### src/rtl/biquad8_coeff_pkg.sv
// Shared constants, FSM encoding and index-to-address mapping for the biquad8 coefficient loader.
package biquad8_coeff_pkg;

    localparam int unsigned NUM_COEFF   = 17;
    localparam int unsigned F_CROSS_IDX = 7;
    localparam int unsigned G_BASE_IDX  = 8;
    localparam int unsigned G_CROSS_IDX = 16;
    localparam int unsigned G_ADR_BASE  = 16;
    localparam int unsigned IDX_BITS    = 5;
    localparam int unsigned ADR_BITS    = 5;

    typedef enum logic [1:0] {
        ST_IDLE   = 2'd0,
        ST_LOAD   = 2'd1,
        ST_UPDATE = 2'd2,
        ST_DONE   = 2'd3
    } state_e;

    // G entries live in a separate datapath address window starting at G_ADR_BASE.
    function automatic logic [ADR_BITS-1:0] idx_to_adr(input logic [IDX_BITS-1:0] idx);
        if (idx >= IDX_BITS'(G_BASE_IDX)) begin
            return ADR_BITS'(idx - IDX_BITS'(G_BASE_IDX) + IDX_BITS'(G_ADR_BASE));
        end
        return ADR_BITS'(idx);
    endfunction

endpackage

### src/rtl/biquad8_coeff_loader_if.sv
// Host staging/commit signals and datapath coefficient-load signals of the loader.
interface biquad8_coeff_loader_if
    import biquad8_coeff_pkg::*;
#(
    parameter int unsigned COEFF_BITS = 18
);
    logic                  cfg_wr_i;
    logic [IDX_BITS-1:0]   cfg_idx_i;
    logic [COEFF_BITS-1:0] cfg_dat_i;
    logic                  commit_i;
    logic [1:0]            commit_sel_i;
    logic                  busy_o;
    logic                  done_o;
    logic                  wr_err_o;
    logic [ADR_BITS-1:0]   coeff_adr_o;
    logic                  coeff_wr_o;
    logic                  coeff_update_o;
    logic [COEFF_BITS-1:0] coeff_dat_o;

    modport slave (
        input  cfg_wr_i, cfg_idx_i, cfg_dat_i, commit_i, commit_sel_i,
        output busy_o, done_o, wr_err_o, coeff_adr_o, coeff_wr_o, coeff_update_o, coeff_dat_o
    );

    modport master (
        output cfg_wr_i, cfg_idx_i, cfg_dat_i, commit_i, commit_sel_i,
        input  busy_o, done_o, wr_err_o, coeff_adr_o, coeff_wr_o, coeff_update_o, coeff_dat_o
    );
endinterface

### src/rtl/biquad8_coeff_seq.sv
// Write sequencer: walks staging indices deepest-first and spaces writes HOLD_CYCLES apart.
module biquad8_coeff_seq
    import biquad8_coeff_pkg::*;
#(
    parameter int unsigned HOLD_CYCLES = 3
) (
    input  logic                clk,
    input  logic                rst,
    input  logic                start_i,
    input  logic                run_i,
    input  logic [1:0]          sel_i,
    output logic                step_c,
    output logic [IDX_BITS-1:0] nxt_idx_c,
    output logic                last_c,
    output logic                wr_o,
    output logic [ADR_BITS-1:0] adr_o
);
    localparam int unsigned HOLD_BITS = (HOLD_CYCLES > 2) ? $clog2(HOLD_CYCLES) : 2;

    logic [IDX_BITS-1:0]  idx_q, idx_d;
    logic [HOLD_BITS-1:0] hold_q, hold_d;
    logic                 do_g_q, do_g_d;
    logic                 wr_q, wr_d;
    logic [ADR_BITS-1:0]  adr_q, adr_d;
    logic                 end_of_write;
    logic                 final_write;

    always_ff @(posedge clk or posedge rst) begin
        if (rst) begin
            idx_q  <= '0;
            hold_q <= '0;
            do_g_q <= 1'b0;
            wr_q   <= 1'b0;
            adr_q  <= '0;
        end else begin
            idx_q  <= idx_d;
            hold_q <= hold_d;
            do_g_q <= do_g_d;
            wr_q   <= wr_d;
            adr_q  <= adr_d;
        end
    end

    // F runs 7..0 then hands over to G at 16 when both sets are selected; G ends at 8.
    always_comb begin
        idx_d        = idx_q;
        hold_d       = hold_q;
        do_g_d       = do_g_q;
        step_c       = 1'b0;
        last_c       = 1'b0;
        end_of_write = (hold_q == HOLD_BITS'(HOLD_CYCLES - 1));
        final_write  = (idx_q == IDX_BITS'(G_BASE_IDX)) || ((idx_q == '0) && !do_g_q);

        if (start_i) begin
            idx_d  = sel_i[0] ? IDX_BITS'(F_CROSS_IDX) : IDX_BITS'(G_CROSS_IDX);
            do_g_d = sel_i[1];
            hold_d = '0;
            step_c = 1'b1;
        end else if (run_i) begin
            if (end_of_write) begin
                if (final_write) begin
                    last_c = 1'b1;
                end else begin
                    idx_d  = (idx_q == '0) ? IDX_BITS'(G_CROSS_IDX) : IDX_BITS'(idx_q - 1'b1);
                    hold_d = '0;
                    step_c = 1'b1;
                end
            end else begin
                hold_d = HOLD_BITS'(hold_q + 1'b1);
            end
        end

        wr_d      = step_c;
        adr_d     = step_c ? idx_to_adr(idx_d) : adr_q;
        nxt_idx_c = idx_d;
    end

    assign wr_o  = wr_q;
    assign adr_o = adr_q;

endmodule

### src/rtl/biquad8_coeff_loader.sv
// Coefficient loader: host staging file plus commit FSM streaming into the DSP B-cascade.
module biquad8_coeff_loader
    import biquad8_coeff_pkg::*;
#(
    parameter int unsigned COEFF_BITS  = 18,
    parameter int unsigned HOLD_CYCLES = 3
) (
    input  logic                   clk,
    input  logic                   rst,
    biquad8_coeff_loader_if.slave  bus
);
    state_e                state_q, state_d;
    logic [COEFF_BITS-1:0] stage_q [NUM_COEFF];
    logic [COEFF_BITS-1:0] stage_d [NUM_COEFF];
    logic                  err_q, err_d;
    logic                  busy_q, busy_d;
    logic                  done_q, done_d;
    logic                  upd_q, upd_d;
    logic [COEFF_BITS-1:0] dat_q, dat_d;

    logic                  start_c;
    logic                  run_c;
    logic                  step_c;
    logic                  last_c;
    logic [IDX_BITS-1:0]   nxt_idx_c;
    logic                  seq_wr;
    logic [ADR_BITS-1:0]   seq_adr;

    biquad8_coeff_seq #(
        .HOLD_CYCLES (HOLD_CYCLES)
    ) u_seq (
        .clk       (clk),
        .rst       (rst),
        .start_i   (start_c),
        .run_i     (run_c),
        .sel_i     (bus.commit_sel_i),
        .step_c    (step_c),
        .nxt_idx_c (nxt_idx_c),
        .last_c    (last_c),
        .wr_o      (seq_wr),
        .adr_o     (seq_adr)
    );

    always_ff @(posedge clk or posedge rst) begin
        if (rst) begin
            state_q <= ST_IDLE;
            stage_q <= '{default: '0};
            err_q   <= 1'b0;
            busy_q  <= 1'b0;
            done_q  <= 1'b0;
            upd_q   <= 1'b0;
            dat_q   <= '0;
        end else begin
            state_q <= state_d;
            stage_q <= stage_d;
            err_q   <= err_d;
            busy_q  <= busy_d;
            done_q  <= done_d;
            upd_q   <= upd_d;
            dat_q   <= dat_d;
        end
    end

    // Commits are only accepted from IDLE, so a mid-load commit is silently ignored.
    always_comb begin
        state_d = state_q;
        start_c = 1'b0;
        run_c   = (state_q == ST_LOAD);

        case (state_q)
            ST_IDLE: begin
                if (bus.commit_i && (bus.commit_sel_i != 2'b00)) begin
                    state_d = ST_LOAD;
                    start_c = 1'b1;
                end
            end
            ST_LOAD:   if (last_c) state_d = ST_UPDATE;
            ST_UPDATE: state_d = ST_DONE;
            ST_DONE:   state_d = ST_IDLE;
            default:   state_d = ST_IDLE;
        endcase

        busy_d = (state_d == ST_LOAD) || (state_d == ST_UPDATE);
        upd_d  = (state_d == ST_UPDATE);
        done_d = (state_d == ST_DONE);
    end

    // Staging file is frozen while busy; data is fetched in step with each new write address.
    always_comb begin
        stage_d = stage_q;
        err_d   = err_q;
        if (start_c) begin
            err_d = 1'b0;
        end
        if (bus.cfg_wr_i) begin
            if (busy_q || (bus.cfg_idx_i > IDX_BITS'(NUM_COEFF - 1))) begin
                err_d = 1'b1;
            end else begin
                stage_d[bus.cfg_idx_i] = bus.cfg_dat_i;
            end
        end
        dat_d = step_c ? stage_q[nxt_idx_c] : dat_q;
    end

    assign bus.busy_o         = busy_q;
    assign bus.done_o         = done_q;
    assign bus.wr_err_o       = err_q;
    assign bus.coeff_adr_o    = seq_adr;
    assign bus.coeff_wr_o     = seq_wr;
    assign bus.coeff_update_o = upd_q;
    assign bus.coeff_dat_o    = dat_q;

endmodule

### src/flat_wrapper.sv
// flat-port wrapper written by rule: the top's interface ports become plain ports
module biquad8_coeff_loader_flat import biquad8_coeff_pkg::*;
#(
    parameter int unsigned COEFF_BITS  = 18,
    parameter int unsigned HOLD_CYCLES = 3
)
  (clk, rst, bus_cfg_wr_i, bus_cfg_idx_i, bus_cfg_dat_i, bus_commit_i, bus_commit_sel_i, bus_busy_o, bus_done_o, bus_wr_err_o, bus_coeff_adr_o, bus_coeff_wr_o, bus_coeff_update_o, bus_coeff_dat_o);
  biquad8_coeff_loader_if #(.COEFF_BITS(COEFF_BITS)) bus_i ();
  input  logic clk;
  input  logic rst;
  input wire logic [$bits(bus_i.cfg_wr_i)-1:0] bus_cfg_wr_i;
  input wire logic [$bits(bus_i.cfg_idx_i)-1:0] bus_cfg_idx_i;
  input wire logic [$bits(bus_i.cfg_dat_i)-1:0] bus_cfg_dat_i;
  input wire logic [$bits(bus_i.commit_i)-1:0] bus_commit_i;
  input wire logic [$bits(bus_i.commit_sel_i)-1:0] bus_commit_sel_i;
  output wire logic [$bits(bus_i.busy_o)-1:0] bus_busy_o;
  output wire logic [$bits(bus_i.done_o)-1:0] bus_done_o;
  output wire logic [$bits(bus_i.wr_err_o)-1:0] bus_wr_err_o;
  output wire logic [$bits(bus_i.coeff_adr_o)-1:0] bus_coeff_adr_o;
  output wire logic [$bits(bus_i.coeff_wr_o)-1:0] bus_coeff_wr_o;
  output wire logic [$bits(bus_i.coeff_update_o)-1:0] bus_coeff_update_o;
  output wire logic [$bits(bus_i.coeff_dat_o)-1:0] bus_coeff_dat_o;
  assign bus_i.cfg_wr_i = bus_cfg_wr_i;
  assign bus_i.cfg_idx_i = bus_cfg_idx_i;
  assign bus_i.cfg_dat_i = bus_cfg_dat_i;
  assign bus_i.commit_i = bus_commit_i;
  assign bus_i.commit_sel_i = bus_commit_sel_i;
  assign bus_busy_o = bus_i.busy_o;
  assign bus_done_o = bus_i.done_o;
  assign bus_wr_err_o = bus_i.wr_err_o;
  assign bus_coeff_adr_o = bus_i.coeff_adr_o;
  assign bus_coeff_wr_o = bus_i.coeff_wr_o;
  assign bus_coeff_update_o = bus_i.coeff_update_o;
  assign bus_coeff_dat_o = bus_i.coeff_dat_o;
  biquad8_coeff_loader #(.COEFF_BITS(COEFF_BITS), .HOLD_CYCLES(HOLD_CYCLES)) u_core (.clk(clk), .rst(rst), .bus(bus_i));
endmodule
### config.mk
export PLATFORM = sky130hd
export DESIGN_NAME = biquad8_coeff_loader_flat
export DESIGN_NICKNAME = d
export VERILOG_FILES = /design/src/rtl/biquad8_coeff_pkg.sv /design/src/rtl/biquad8_coeff_loader_if.sv /design/src/rtl/biquad8_coeff_seq.sv /design/src/rtl/biquad8_coeff_loader.sv /design/src/flat_wrapper.sv
export SDC_FILE = /design/constraint.sdc
export NUM_CORES = 1
export LEC_CHECK = 0
export ABC_AREA = 1
export CAP_MARGIN = 40
export CORE_MARGIN = 2
export CORE_UTILIZATION = 40
export CTS_CLUSTER_DIAMETER = 200
export CTS_CLUSTER_SIZE = 14
export DETAILED_ROUTE_END_ITERATION = 8
export GPL_TIMING_DRIVEN = 0
export REMOVE_ABC_BUFFERS = 1
export SYNTH_ARGS = -nofsm -noshare
export SYNTH_HDL_FRONTEND = slang
export SYNTH_SLANG_ARGS = --single-unit
### constraint.sdc
create_clock -name clk -period 12 [get_ports clk]
set_input_delay 1.2 -clock clk [delete_from_list [all_inputs] [get_ports clk]]
set_output_delay 1.2 -clock clk [all_outputs]
set_load 0.1 [all_outputs]
* After elaboration in Yosys (flattened, before gate mapping)
Index checks and enable logic that the tools add are counted.
Word-level totals: bits in read-only memories 0, word-level logic and storage cells 97, bits in latches 0, bits in writable memories 0, memories 0, input bits 29, register bits 344
Operators by class: shift operators 0, $add $sub $neg 4, multiply operators 0, order comparisons 5, equal/unequal tests 9, bitwise logic cells 3, reductions and logical operators 13, divide/modulo/power cells 0, mux-type cells 35
Operators with widths (number):
- $bwmux W306 | 1
- $bmux W18 S5 | 1
- $demux W18 S5 | 1
- $mux W18 | 3
- $mux W5 | 8
- $mux W1 | 14
- $ge A6 B6 Y1 const B | 2
- $mux W2 | 6
- $not A5 Y6 | 2
- $eq A2 B2 Y1 const B | 5
- $pmux W2 S4 | 1
- $lt A6 B1 Y1 const B | 1
- $add A5 B5 Y5 const B | 1
- $eq A5 B4 Y1 const B | 1
- $ge A5 B4 Y1 const B | 1
- $gt A5 B5 Y1 const B | 1
- $logic_not A5 Y1 | 1
- $sub A5 B1 Y5 const B | 1
- $sub A5 B4 Y5 const B | 1
- $eq A2 B1 Y1 const B | 2
- $reduce_and A2 Y1 | 2
- $reduce_bool A2 Y1 | 2
- $logic_and A1 B1 Y1 | 3
- $logic_or A1 B1 Y1 | 3
- 5 further kinds | 5

* Depth between registers and ports, before layout
Gate-level depths: netlist of run 1.
word-level depth 11, depth in mapped cells 19

* Cells and area by module
Synthesis of run 1 repeated with hierarchy kept, for this count alone.
Unflattened totals: cells, all modules 2195, area, all modules 16782.3 um^2
By module, submodules not included:
- biquad8_coeff_loader | instances 1, cells each 2096, sequential area each 8257.9 um^2, area an instance 15929.0 um^2
- biquad8_coeff_seq | instances 1, cells each 99, sequential area each 350.3 um^2, area an instance 853.3 um^2

* Least setup slack after synthesis of run 1
Ideal clock, no wire load.
path kind in2reg, start input bus_commit_sel_i[1], end register u_core.dat_q[17] (netlist: u_core.bus.coeff_dat_o[17]), required time 11.877 ns, buffers on the path 2, slack 9.183 ns, setup time 0.123 ns, cell stages on the path 12, data arrival time 2.694 ns, path through o21a_1 nand2_2 o21ai_0 o21bai_1 nand2_1 buf_2 buf_1 nand3_1 nand2_1 nand2_1 nand3_1 a21oi_2
On the way: longest elaborated chain between the ends 9, elaborated cells between the ends (all ways) 10, those cells by class 7 x mux; 1 x bitwise; 2 x reduce/logical
RTL lines:
- start: declaration | RTL line flat_wrapper.sv:15 | input wire logic [$bits(bus_i.commit_sel_i)-1:0] bus_commit_sel_i;
- $reduce_bool A2 Y1 * | RTL line biquad8_coeff_loader.sv:72 | if (bus.commit_i && (bus.commit_sel_i != 2'b00)) begin
- $logic_and A1 B1 Y1 * | RTL line biquad8_coeff_loader.sv:72
- $mux W1 * | RTL line biquad8_coeff_loader.sv:72
- $mux W1 * | RTL line biquad8_coeff_loader.sv:70 | case (state_q)
- $mux W5 | RTL line biquad8_coeff_seq.sv:54 | if (start_i) begin
- $not A5 Y6 (not written as such) | RTL line biquad8_coeff_loader.sv:102 | dat_d = step_c ? stage_q[nxt_idx_c] : dat_q;
- $bmux W18 S5 | RTL line biquad8_coeff_loader.sv:102
- $mux W18 (not written as such) (2 in a row) | RTL line biquad8_coeff_loader.sv:102
- end signal: assignment | RTL line biquad8_coeff_loader.sv:60 | dat_q <= dat_d;
- end: declaration | RTL line biquad8_coeff_loader.sv:19 | logic [COEFF_BITS-1:0] dat_q, dat_d;
Mark *: on every way between the ends. The rest lies on a longest branch, timed or not. The select of a mux whose other input is x is not followed. A chain may end at the register's enable or synchronous reset.

* Worst setup path in the final report of run 1
start input bus_commit_sel_i[1], end register u_core.dat_q[14] (netlist: u_core.bus.coeff_dat_o[14])
Same word-level chain as after synthesis.

==> impl_metrics.yaml, run 1 <==
clocking:
  cts_hold_buf: 0
  clock-root-buffer: "clkbuf_16"
  cts.sinks: 344
  htreeDepth: 1
  cts_setup_buffers: 0
  cts_buffer_depth: 3
  cts_tree: "built"
  clk_pin_slew_ns: 0.07
  cts_resized: 0
  numCtsBuffers: 28
  insertion_delay_ns: 0.56
timing:
  post-route-min-period_ns: 4.641
  skew_ns: 0.01214
  finalSetupViolCount: 0
  finalHoldViolCount: 0
  finalMaxSlewViolations: 0
  min_period_over_period_pct: 38.67
  fmax_ghz: 0.2155
  fin_ws_ns: 7.359
  tightest_slew_ns: 0.8976
  grt_setup_unrepaired: "no"
  slew_headroom_pct: 39.95
drt:
  via_count: 14100
  drt_iter0_drc: 1148
  viasPerCell: 5.246
  postRouteWirelength_microns: 47090
  wl_per_cell_microns: 17.52
  dr.pass1.iters: 5
  detail-route-antenna-nets: 0
  drcViolationCount: 0
critical_path:
  cp_top_family: "buffers and inverters"
  slowest_delay_ns: 0.56
  critPathKind: "input pin to flop"
  crit_path_end_kind: "flop"
  r2r_slack_ns: 7.76
  cp-start-kind: "input pin"
  worst-path-max-fanout: 69
  cp.depth: 15
  crit_chain: "clkdlybuf4s50_1 -> o21a_1 -> nand2_2 -> inv_2 -> nand2_8 -> buf_16 -> nand2_8 -> inv_2 -> nor3_4 -> buf_8 -> buf_8 -> nand3_1 -> nand2_1 -> inv_1 -> a21oi_1"
  crit_slowest_cell: "nor3_4"
  critPathBufInv: 7
  required_ns: 12.48
  worst_r2r_path_depth: 18
  crit_arrival_ns: 5.12
finish:
  n_antenna_cell: 0
  nets: 2182
  layout_common_cells: "596 x nand2_1, 344 x dfrtp_1, 326 x o21ai_0"
  design_area_sq_mm: 0.01957
  drive_gt1_share_pct: 7.120
  layout_commonest_cell: "nand2_1"
  syn_to_final_growth_pct: 16.70
floorplanning:
  core_sq_mm: 0.04167
  ios: 57
  die_h_microns: 208.8
  die_area_sq_mm: 0.04358
  start_util_pct: 40.25
  num_rows: 75
  die_w_microns: 208.8
power_and_ir_drop:
  clkPwrFrac_pct: 16.3
  internal-power_uw: 2724
  p_leak_uw: 0.009147
  p_switching_uw: 2390
  vdd.ir_drop.worst_uv: 213.6
  pwr-share-seq_pct: 27.7
  total_power_uw: 5114
  p_sw_share_pct: 46.74
  p_comb_share_pct: 56.1
  powerDensity_mw_per_mm2: 261.3
grt:
  met1_usage_pct: 31.20
  top_usage_layer: "met2"
  grt_use_met2_pct: 35.64
  grt_max_degree: 100
  grt_use_total_pct: 21.80
  gr-usage-met3_pct: 2.254
  grt_pass1_vias: 13360
  grt_first_pass_wirelength_microns: 75800
  antenna_found_initial: 0
  grt_overflow_total: 0
synth:
  yosys.area.top_type: "dfrtp_1"
  netlist_instances: 2143
  syn_area_per_cell_sq_um: 7.825
  synthTopCellsByArea: "dfrtp_1 51%, nand2_1 14%, o21ai_0 9.7%"
  ys_warn_count: 0
  synth_edf_count: 0
  synthDistinctLibCells: 32
  yosysSeqAreaShare_pct: 51.33
  yosys_register_bits: 344
  synthArstFlopShare_pct: 100.0
  synthFlopType: "dfrtp_1"
  netlist_area_sq_mm: 0.01677
  synth_top_area_share_pct: 51.33
min_path:
  hold_class: "flop to flop"
  holdPathStages: 2
status:
  status: "complete, no violations"
placement:
  post-place-ws_ns: 6.796
  gp_congestion: 0.7759
  post-dp-hpwl_microns: 28620
  port_buffers: 56
  place_area_sq_mm: 0.01884
job:
  cap_violations: 0
path summary, 6_finish.rpt:
| kind | startpoint | to |
|---|---|---|
| worst max-delay path | bus_commit_sel_i[1] | u_core.bus.coeff_dat_o[14] |
| worst min-delay path | u_core.stage_q[214] | u_core.stage_q[214] |
| worst max register to register | u_core.u_seq.idx_q[0] | u_core.bus.coeff_dat_o[14] |
| worst min register to register | u_core.stage_q[214] | u_core.stage_q[214] |
| max in group asynchronous | rst | u_core.stage_q[122] |
| min in group asynchronous | rst | u_core.stage_q[201] |
worst reg2reg max path, cell delays in order, from the launching register on:
cell	delay, ns
dfrtp_1	0.39
inv_1	0.12
ha_1	0.19
inv_1	0.04
nor2_1	0.15
nand3_2	0.17
nand4_1	0.18
nand3_4	0.21
buf_16	0.29
buf_16	0.25
nand2_8	0.45
inv_2	0.45
nor3_4	0.56
buf_8	0.23
buf_8	0.16
nand3_1	0.08
nand2_1	0.09
inv_1	0.04
a21oi_1	0.12
per-layer routing:
metal	up-vias	wire (microns)
met4	0	947
met1	6853	21980
met5	-	0
met2	349	21670
met3	64	2495
li1	6834	-
cells in the mapped netlist (5+ instances only):
master and instances:
clkbuf_1 97, inv_1 238, inv_2 5, nor2_1 69, o21ai_0 326, a21oi_1 19
nand3b_1 72, a21oi_2 10, dfrtp_1 344, nand2_1 605, buf_2 44, nand3_1 254
nand3_2 11, o21ai_1 10
stage by stage:
stage	util, %	setup TNS, ns	hold WS [ns]	std cells
floorplan	-	0	0.4444	1995
global placement	41.70	-1096.96	0.4571	2590
detailed placement	45.21	0	0.4642	2658
CTS	46.97	0	0.4808	2688
global route	46.97	0	0.4980	2688
finish	46.97	0	0.4759	2688
cells by family after synthesis:
| group | share of synthesized area [%] |
|---|---|
| flops | 51.33 |
| buf+inv | 9.214 |
| simple gates | 27.81 |
| compound gates | 11.34 |
| fa+ha+maj | 0.2985 |
power by group through the flow:
stage / Clock (uW) / Sequential, uW / Combinational (uW)
after global routing: 893 / 1430 / 3130
after global placement: 0 / 1430 / 2540
after floorplan: 0 / 1730 / 1470
after CTS: 853 / 1410 / 2870
final: 832 / 1420 / 2870
after detailed placement: 0 / 1430 / 2870
registers in the layout, indices dropped and copies added (netlist names):
| signal | cells |
|---|---|
| u_core.u_seq.adr_o | 5 |
| u_core.bus.coeff_dat_o | 18 |
| u_core.u_seq.do_g_q | 1 |
| u_core.bus.done_o | 1 |
| u_core.bus.busy_o | 1 |
| u_core.u_seq.wr_o | 1 |
| u_core.stage_q | 306 |
| u_core.u_seq.idx_q | 5 |
| u_core.bus.coeff_update_o | 1 |
| u_core.state_q | 2 |
| u_core.bus.wr_err_o | 1 |
| u_core.u_seq.hold_q | 2 |
area by class of cell:
type / count / area, sq um
Clock buffer: 29 / 725.7
Fill cell: 4041 / 22090
Sequential cell: 344 / 8608
Inverter: 244 / 923.4
Tap cell: 539 / 674.4
Multi-Input combinational cell: 1407 / 6705
Timing Repair Buffer: 124 / 1924
Clock inverter: 1 / 8.758
Note: power is estimated with default switching activity, not from simulation.
==> run 2, diff against run 1 <==
==> constraint.sdc (replaced) <==
create_clock -name clk -period 4.8 [get_ports clk]
set_input_delay 0.48 -clock clk [delete_from_list [all_inputs] [get_ports clk]]
set_output_delay 0.48 -clock clk [all_outputs]
set_load 0.1 [all_outputs]
==> results of run 2 <==
The final DEF is identical to that of run 1. Status: complete, no violations.
Among the figures that moved: setup slack after placement 6.796 ns -> 0.3162 ns; setup slack after layout 7.359 ns -> 0.5579 ns; hold slack 0.4759 ns -> 0.3704 ns; start point of the critical path bus_commit_sel_i[1] -> u_core.u_seq.idx_q[0]; register-to-register setup slack 7.76 ns -> 0.56 ns; total power 5114 uW -> 12790 uW; worst IR drop on VDD 213.6 uV -> 534.1 uV
